===== src/rtl/wb_commit_pkg.sv =====
// Shared widths and constants for the write-back commit slice.
package wb_commit_pkg;

    localparam int RegBus     = 32;
    localparam int RegAddrBus = 5;

    localparam logic [RegAddrBus-1:0] NOPRegAddr = 5'd0;
    localparam logic [RegBus-1:0]     ZeroWord   = 32'h0000_0000;

    localparam logic WriteEnable  = 1'b1;
    localparam logic WriteDisable = 1'b0;
    localparam logic ReadEnable   = 1'b1;
    localparam logic ReadDisable  = 1'b0;

    // A GPR write only counts as architectural when it targets a real register.
    function automatic logic gpr_commits(input logic wreg, input logic [RegAddrBus-1:0] wd);
        return (wreg == WriteEnable) && (wd != NOPRegAddr);
    endfunction

endpackage


===== src/rtl/wb_commit_if.sv =====
// Write-back bundle, read ports and architectural-state outputs of wb_commit.
interface wb_commit_if #(parameter int CNT_W = 32);
    import wb_commit_pkg::*;

    logic [RegAddrBus-1:0] wb_wd;
    logic                  wb_wreg;
    logic [RegBus-1:0]     wb_wdata;
    logic [RegBus-1:0]     wb_hi;
    logic [RegBus-1:0]     wb_lo;
    logic                  wb_whilo;
    logic                  wb_LLbit_we;
    logic                  wb_LLbit_value;
    logic                  flush;

    logic                  re1;
    logic                  re2;
    logic [RegAddrBus-1:0] raddr1;
    logic [RegAddrBus-1:0] raddr2;
    logic [RegBus-1:0]     rdata1;
    logic [RegBus-1:0]     rdata2;

    logic [RegBus-1:0]     hi_o;
    logic [RegBus-1:0]     lo_o;
    logic                  LLbit_o;
    logic [CNT_W-1:0]      commit_cnt;

    // Pipeline side: presents the WB bundle and read requests.
    modport master (
        output wb_wd, wb_wreg, wb_wdata, wb_hi, wb_lo, wb_whilo,
               wb_LLbit_we, wb_LLbit_value, flush,
               re1, re2, raddr1, raddr2,
        input  rdata1, rdata2, hi_o, lo_o, LLbit_o, commit_cnt
    );

    // Commit block side: owns the architectural state.
    modport slave (
        input  wb_wd, wb_wreg, wb_wdata, wb_hi, wb_lo, wb_whilo,
               wb_LLbit_we, wb_LLbit_value, flush,
               re1, re2, raddr1, raddr2,
        output rdata1, rdata2, hi_o, lo_o, LLbit_o, commit_cnt
    );

endinterface


===== src/rtl/wb_commit_regfile.sv =====
// General register file: one write port, two bypassed combinational read ports.
module regfile
    import wb_commit_pkg::*;
#(
    parameter int REG_NUM = 32
) (
    input  logic                  clk,
    input  logic                  rst,
    input  logic                  we,
    input  logic [RegAddrBus-1:0] waddr,
    input  logic [RegBus-1:0]     wdata,
    input  logic                  re1,
    input  logic [RegAddrBus-1:0] raddr1,
    output logic [RegBus-1:0]     rdata1,
    input  logic                  re2,
    input  logic [RegAddrBus-1:0] raddr2,
    output logic [RegBus-1:0]     rdata2
);

    logic [RegBus-1:0] regs [REG_NUM];

    // Store committed writes; register 0 is never written so it stays zero.
    always_ff @(posedge clk) begin
        if (rst) begin
            for (int i = 0; i < REG_NUM; i++) begin
                regs[i] <= ZeroWord;
            end
        end else if (gpr_commits(we, waddr)) begin
            regs[waddr] <= wdata;
        end
    end

    // Port 1: zero when idle or addressing r0, otherwise forward the in-flight write.
    always_comb begin
        rdata1 = ZeroWord;
        if (!rst && (re1 == ReadEnable) && (raddr1 != NOPRegAddr)) begin
            if ((we == WriteEnable) && (raddr1 == waddr)) begin
                rdata1 = wdata;
            end else begin
                rdata1 = regs[raddr1];
            end
        end
    end

    // Port 2: identical behaviour, independent of port 1.
    always_comb begin
        rdata2 = ZeroWord;
        if (!rst && (re2 == ReadEnable) && (raddr2 != NOPRegAddr)) begin
            if ((we == WriteEnable) && (raddr2 == waddr)) begin
                rdata2 = wdata;
            end else begin
                rdata2 = regs[raddr2];
            end
        end
    end

endmodule


===== src/rtl/wb_commit.sv =====
// Write-back commit: GPRs, HI/LO, LL/SC link bit and a committed-write counter.
module wb_commit
    import wb_commit_pkg::*;
#(
    parameter int REG_NUM = 32,
    parameter int CNT_W   = 32
) (
    input  logic        clk,
    input  logic        rst,
    wb_commit_if.slave  bus
);

    logic [RegBus-1:0] hi_q;
    logic [RegBus-1:0] lo_q;
    logic              llbit_q;
    logic [CNT_W-1:0]  cnt_q;
    logic              gpr_commit;
    logic              any_commit;

    regfile #(
        .REG_NUM (REG_NUM)
    ) u_regfile (
        .clk    (clk),
        .rst    (rst),
        .we     (bus.wb_wreg),
        .waddr  (bus.wb_wd),
        .wdata  (bus.wb_wdata),
        .re1    (bus.re1),
        .raddr1 (bus.raddr1),
        .rdata1 (bus.rdata1),
        .re2    (bus.re2),
        .raddr2 (bus.raddr2),
        .rdata2 (bus.rdata2)
    );

    // HI and LO are always written as a pair.
    always_ff @(posedge clk) begin
        if (rst) begin
            hi_q <= ZeroWord;
            lo_q <= ZeroWord;
        end else if (bus.wb_whilo == WriteEnable) begin
            hi_q <= bus.wb_hi;
            lo_q <= bus.wb_lo;
        end
    end

    // HI/LO readers see the value being written this cycle.
    always_comb begin
        bus.hi_o = ZeroWord;
        bus.lo_o = ZeroWord;
        if (!rst) begin
            if (bus.wb_whilo == WriteEnable) begin
                bus.hi_o = bus.wb_hi;
                bus.lo_o = bus.wb_lo;
            end else begin
                bus.hi_o = hi_q;
                bus.lo_o = lo_q;
            end
        end
    end

    // An exception flush breaks any LL/SC reservation, even against a same-cycle LL.
    always_ff @(posedge clk) begin
        if (rst) begin
            llbit_q <= 1'b0;
        end else if (bus.flush) begin
            llbit_q <= 1'b0;
        end else if (bus.wb_LLbit_we == WriteEnable) begin
            llbit_q <= bus.wb_LLbit_value;
        end
    end

    // LLbit readers see the effective value, with flush taking priority.
    always_comb begin
        bus.LLbit_o = 1'b0;
        if (!rst && !bus.flush) begin
            if (bus.wb_LLbit_we == WriteEnable) begin
                bus.LLbit_o = bus.wb_LLbit_value;
            end else begin
                bus.LLbit_o = llbit_q;
            end
        end
    end

    // A cycle commits if it writes a real GPR or the HI/LO pair; both at once count once.
    always_comb begin
        gpr_commit = gpr_commits(bus.wb_wreg, bus.wb_wd);
        any_commit = gpr_commit || (bus.wb_whilo == WriteEnable);
    end

    // Free-running debug counter of committing cycles, wrapping silently.
    always_ff @(posedge clk) begin
        if (rst) begin
            cnt_q <= '0;
        end else if (any_commit) begin
            cnt_q <= cnt_q + CNT_W'(1);
        end
    end

    assign bus.commit_cnt = cnt_q;

endmodule


===== src/flat_wrapper.sv =====
// flat-port wrapper written by rule: the top's interface ports become plain ports
module wb_commit_flat import wb_commit_pkg::*;
#(
    parameter int REG_NUM = 32,
    parameter int CNT_W   = 32
)
  (clk, rst, bus_wb_wd, bus_wb_wreg, bus_wb_wdata, bus_wb_hi, bus_wb_lo, bus_wb_whilo, bus_wb_LLbit_we, bus_wb_LLbit_value, bus_flush, bus_re1, bus_re2, bus_raddr1, bus_raddr2, bus_rdata1, bus_rdata2, bus_hi_o, bus_lo_o, bus_LLbit_o, bus_commit_cnt);
  wb_commit_if #(.CNT_W(CNT_W)) bus_i ();
  input  logic clk;
  input  logic rst;
  input wire logic [$bits(bus_i.wb_wd)-1:0] bus_wb_wd;
  input wire logic [$bits(bus_i.wb_wreg)-1:0] bus_wb_wreg;
  input wire logic [$bits(bus_i.wb_wdata)-1:0] bus_wb_wdata;
  input wire logic [$bits(bus_i.wb_hi)-1:0] bus_wb_hi;
  input wire logic [$bits(bus_i.wb_lo)-1:0] bus_wb_lo;
  input wire logic [$bits(bus_i.wb_whilo)-1:0] bus_wb_whilo;
  input wire logic [$bits(bus_i.wb_LLbit_we)-1:0] bus_wb_LLbit_we;
  input wire logic [$bits(bus_i.wb_LLbit_value)-1:0] bus_wb_LLbit_value;
  input wire logic [$bits(bus_i.flush)-1:0] bus_flush;
  input wire logic [$bits(bus_i.re1)-1:0] bus_re1;
  input wire logic [$bits(bus_i.re2)-1:0] bus_re2;
  input wire logic [$bits(bus_i.raddr1)-1:0] bus_raddr1;
  input wire logic [$bits(bus_i.raddr2)-1:0] bus_raddr2;
  output wire logic [$bits(bus_i.rdata1)-1:0] bus_rdata1;
  output wire logic [$bits(bus_i.rdata2)-1:0] bus_rdata2;
  output wire logic [$bits(bus_i.hi_o)-1:0] bus_hi_o;
  output wire logic [$bits(bus_i.lo_o)-1:0] bus_lo_o;
  output wire logic [$bits(bus_i.LLbit_o)-1:0] bus_LLbit_o;
  output wire logic [$bits(bus_i.commit_cnt)-1:0] bus_commit_cnt;
  assign bus_i.wb_wd = bus_wb_wd;
  assign bus_i.wb_wreg = bus_wb_wreg;
  assign bus_i.wb_wdata = bus_wb_wdata;
  assign bus_i.wb_hi = bus_wb_hi;
  assign bus_i.wb_lo = bus_wb_lo;
  assign bus_i.wb_whilo = bus_wb_whilo;
  assign bus_i.wb_LLbit_we = bus_wb_LLbit_we;
  assign bus_i.wb_LLbit_value = bus_wb_LLbit_value;
  assign bus_i.flush = bus_flush;
  assign bus_i.re1 = bus_re1;
  assign bus_i.re2 = bus_re2;
  assign bus_i.raddr1 = bus_raddr1;
  assign bus_i.raddr2 = bus_raddr2;
  assign bus_rdata1 = bus_i.rdata1;
  assign bus_rdata2 = bus_i.rdata2;
  assign bus_hi_o = bus_i.hi_o;
  assign bus_lo_o = bus_i.lo_o;
  assign bus_LLbit_o = bus_i.LLbit_o;
  assign bus_commit_cnt = bus_i.commit_cnt;
  wb_commit #(.REG_NUM(REG_NUM), .CNT_W(CNT_W)) u_core (.clk(clk), .rst(rst), .bus(bus_i));
endmodule

===== config.mk =====
export PLATFORM = sky130hd
export DESIGN_NAME = wb_commit_flat
export DESIGN_NICKNAME = d
export VERILOG_FILES = /design/src/rtl/wb_commit_pkg.sv /design/src/rtl/wb_commit_if.sv /design/src/rtl/wb_commit_regfile.sv /design/src/rtl/wb_commit.sv /design/src/flat_wrapper.sv
export SDC_FILE = /design/constraint.sdc
export NUM_CORES = 2
export LEC_CHECK = 0
export ABC_AREA = 1
export BUFFER_PORTS_ARGS = -buffer_cell sky130_fd_sc_hd__buf_2
export CELL_PAD_IN_SITES_DETAIL_PLACEMENT = 1
export CELL_PAD_IN_SITES_GLOBAL_PLACEMENT = 1
export CORE_ASPECT_RATIO = 0.6
export CORE_MARGIN = 2
export CORE_UTILIZATION = 40
export CTS_CLUSTER_DIAMETER = 80
export DETAILED_ROUTE_END_ITERATION = 16
export PLACE_DENSITY_LB_ADDON = 0.2
export SYNTH_ARGS = -nofsm -noshare
export SYNTH_HDL_FRONTEND = slang
export SYNTH_SLANG_ARGS = --single-unit

===== constraint.sdc =====
create_clock -name clk -period 2.8 [get_ports clk]
set_input_delay 0.14 -clock clk [delete_from_list [all_inputs] [get_ports clk]]
set_output_delay 0.14 -clock clk [all_outputs]
set_load 0.05 [all_outputs]

==> impl_results.md <==
- Die area: 157400 sq um
- Final Power: 41.96 mW
- First-pass GRT wire length: 416000 um
- Met2 usage in global routing: 51.81%
- CTS clk-pin slew, worst paths: 0.07 ns
- Met1 Usage GRT: 51.91%
- Setup_tns: 0 ns
- Seq pwr share: 46.7%
- Max clock buf depth: 3
- Routed WL per cell: 28.35 um
- PD cells: 587.1 nW/um^2
- DR vias: 60927
- Max-cap violation count: 0
- Worst-Margin Slew: 1.126 ns
- Crit-path cells: or2_2, nand3_1, nand3_1, nand2_1, nand3_1, nand3_1, a21oi_2, buf_4
- Worst clock skew: 0.007343 ns
- HPWL Detailed: 180000 um
- Final setup fails: 0
- RR Endpoint: u_core.bus.commit_cnt[20]$_SDFFE_PP0P_
- Total track usage: 36.08%
- Area grow syn2layout: 15.96%
- Grt peak-use layer: met1
- Fill count: 18475
- Final count of hold timing violations: 0
- Initial Util: 40.31%
- CP Data Arrival Time: 2.64 ns
- Period utilization: 99.28%
- Worst min-delay path class: input port to register
- Slew HR: 24.83%
- Worst EP required: 2.66 ns
- Static leakage: 30.04 nW
- Port Buf Inserts: 280
- Num CTS Buffers: 114
- CTS tree: built
- Clock Power Share: 37.4%
- Largest net degree at the start of global routing: 111
- Vias/cell: 5.956
- Core footprint: 152900 sq um
- R2R depth: 8
- Grt total ovfl: 0
- Yosys warning count: 0
- Die Ht: 308.1 um
- Layout cells sized above 1: 10.56%
- Setup Buffers After CTS: 0
- Status: finished, final reports clean
- Die width: 510.8 um
- Startpoint types: register
- Gpl congestion: 0.9098
- RSZ-0062 raised after global routing: false
- Critical path type: register to output pin
- Critical Path Sink Type: output pin
- 1st-pass router iterations: 6
- Final Max Slew Viols: 0
- Switching Share: 30.18%
- Final Routed Wirelength: 290000 um
- Initial antenna violation count: 7
- Nets: 8217
- # IOs: 281
- Hold_sp: bus_wb_wdata[9]
- Post-synthesis cell count: 7957
- Hold depth: 4
- Crit-path slowest cell: edfxtp_1
- Final antenna-violating net count: 0
- Mapped Area: 61640 sq um
- CTS Sinks: 1121
- 1st-iter DRT viols: 8852
- Reg2reg setup slack: 0.52 ns
- Row cnt: 111
- NetSw: 12.66 mW
- Remaining DRCs: 0
- Combinational group share of total power: 16.0%
- Slowest Stage Delay on Critical Path: 0.38 ns
- Fmax: 0.3597 GHz
- Hold Path Sink: u_core.u_regfile.regs[4][9]$_SDFFCE_PN0P_
- Part of the Yosys area used for sequential elements: 53.04%
- Worst reg2reg startpoint: u_core.bus.commit_cnt[0]$_SDFFE_PP0P_
- VDD IR max: 0.5256 mV
- Root Driver: clkbuf_16
- Number of global-route vias before repair: 59946
- H-tree levels: 3
- Time the worst path needs with I/O delays and setup: 2.780 ns
- Cell variety after synth: 29
- Pint: 29.29 mW
- Most used cell, CP: nand3_1
- Insertion delay to the later sink of the worst-skew pair: 0.78 ns
- Mean post-synth cell area: 7.746 sq um
- Critical path fanouts, max: 2
- Met3 GRT Util: 8.773%
- Yosys reg bits: 1121
cells by family after synthesis:
kind of cell / count (synthesis) / synth area share (%)
simple gates: 4690 / 30.64
buf+inv: 1190 / 7.712
flops: 1121 / 53.04
compound gates: 948 / 8.493
xor+xnor: 5 / 0.07105
fa+ha+maj: 1 / 0.02030
other cells: 1 / 0.006084
mux: 1 / 0.01624
worst max-delay path by stage:
| stage | from | endpoint | slack, ns | cells past startpoint |
|---|---|---|---|---|
| floorplan | bus_wb_wd[3] | u_core.u_regfile.regs[10][0]$_SDFFCE_PN0P_ | 0.56 | 9 |
| global placement | bus_raddr1[0] | bus_rdata1[31] | 0.23 | 12 |
| detailed placement | bus_wb_wd[3] | u_core.u_regfile.regs[22][13]$_SDFFCE_PN0P_ | 0.19 | 10 |
| CTS | u_core.u_regfile.regs[23][18]$_SDFFCE_PN0P_ | bus_rdata2[18] | 0.02 | 9 |
| global route | u_core.u_regfile.regs[13][29]$_SDFFCE_PN0P_ | bus_rdata2[29] | 0.0005 | 10 |
| finish | u_core.u_regfile.regs[20][28]$_SDFFCE_PN0P_ | bus_rdata1[28] | 0.02 | 8 |
registers in the layout, indices dropped and copies added, names as in the netlist:
register	count
u_core.bus.commit_cnt	32
u_core.hi_q	32
u_core.u_regfile.regs	1024
u_core.lo_q	32
u_core.llbit_q	1
layer usage:
layer | wire, um | vias to the layer above
met1 | 122000 | 30479
met2 | 119200 | 3570
met4 | 12000 | 0
met3 | 36700 | 629
li1 | - | 26249
met5 | 0 | -
power groups by stage:
stage	logic, mW	registers [mW]	clock network, mW
3_3_place_gp	6.23	19.8	0
2_1_floorplan	3.60	19.8	0
4_1_cts	6.51	19.6	15.8
5_1_grt	7.09	19.7	16.3
6_report	6.70	19.6	15.7
3_5_place_dp	6.38	19.9	0
cell usage after synthesis, drive strengths merged:
cell type  instances  area share (%)
inv              535             3.3
xnor2              1           0.014
buf              291             2.2
nor2            1574             9.6
nand3            870             7.1
a21oi            443             3.6
nand2           2161              13
nor3b              1           0.012
clkbuf           362             2.2
or2               35            0.36
dfxtp             97             3.2
o211ai           193             2.4
o21ai            307             2.5
ha                 1           0.020
nor4               2           0.020
nor3              23            0.19
o21a               1           0.012
mux2i              1           0.016
nand4             19            0.19
clkinv             2           0.012
conb               1          0.0061
o22ai              4           0.041
nand3b             5           0.061
xor2               4           0.057
edfxtp          1024              50
cell usage in the layout (no fill, tap or decap), drive strengths merged:
cell         count
dlygate4sd3     77
dfxtp           97
mux2i            1
nand2         2161
clkinvlp         2
nand3b           5
bufinv           6
o21ai          307
inv            546
clkbuf         157
nor2          1574
nor4             2
conb            32
nor3b            1
ha               1
edfxtp        1024
nand3          870
a21oi          443
or2             35
nand4           19
nor3            23
o22ai            4
o21a             1
xor2             4
xnor2            1
o211ai         193
diode            4
clkinv          40
buf            565
area by class of cell:
| class | instances | area (sq um) | area share [%] |
|---|---|---|---|
| Antenna cell | 4 | 10.01 | 0.01400 |
| Clock buffer | 154 | 3138 | 4.391 |
| Timing Repair Buffer | 645 | 5969 | 8.352 |
| Sequential cell | 1121 | 32690 | 45.74 |
| Clock inverter | 57 | 456.7 | 0.6390 |
| Multi-Input combinational cell | 5677 | 24620 | 34.45 |
| Tap cell | 2034 | 2545 | 3.561 |
| Inverter | 537 | 2039 | 2.853 |
critical path: cells and delay by family, from the launching register on:
kind	cells	cell delay [ns]
AO/OA/AOI/OAI	1	0.14
AND/OR/NAND/NOR	6	1.10
flip-flops	1	0.38
buffers and inverters	1	0.22
metrics by stage:
step | cell area [sq um] | setup WS, ns | utilization [%] | hold slack, ns | std cells
after global placement | 66980 | 0.2307 | 43.81 | 0.3178 | 9937
after global routing | 71470 | 0.0005487 | 46.74 | 0.05750 | 10229
after floorplan | 61750 | 0.5642 | - | 0.2168 | 7988
final | 71470 | 0.02023 | 46.74 | 0.04960 | 10229
after CTS | 71410 | 0.01800 | 46.70 | 0.005586 | 10225
after detailed placement | 66980 | 0.1896 | 43.81 | 0.3317 | 9937
what timing repair did:
item                                    in CTS  in global routing
hold buffers                                77                  0
endpoints found under the hold margin      278                  0
endpoints found under the setup margin      10                 14
gates resized for setup                     16                 15
No activity file was read; power rests on OpenSTA's default activity.
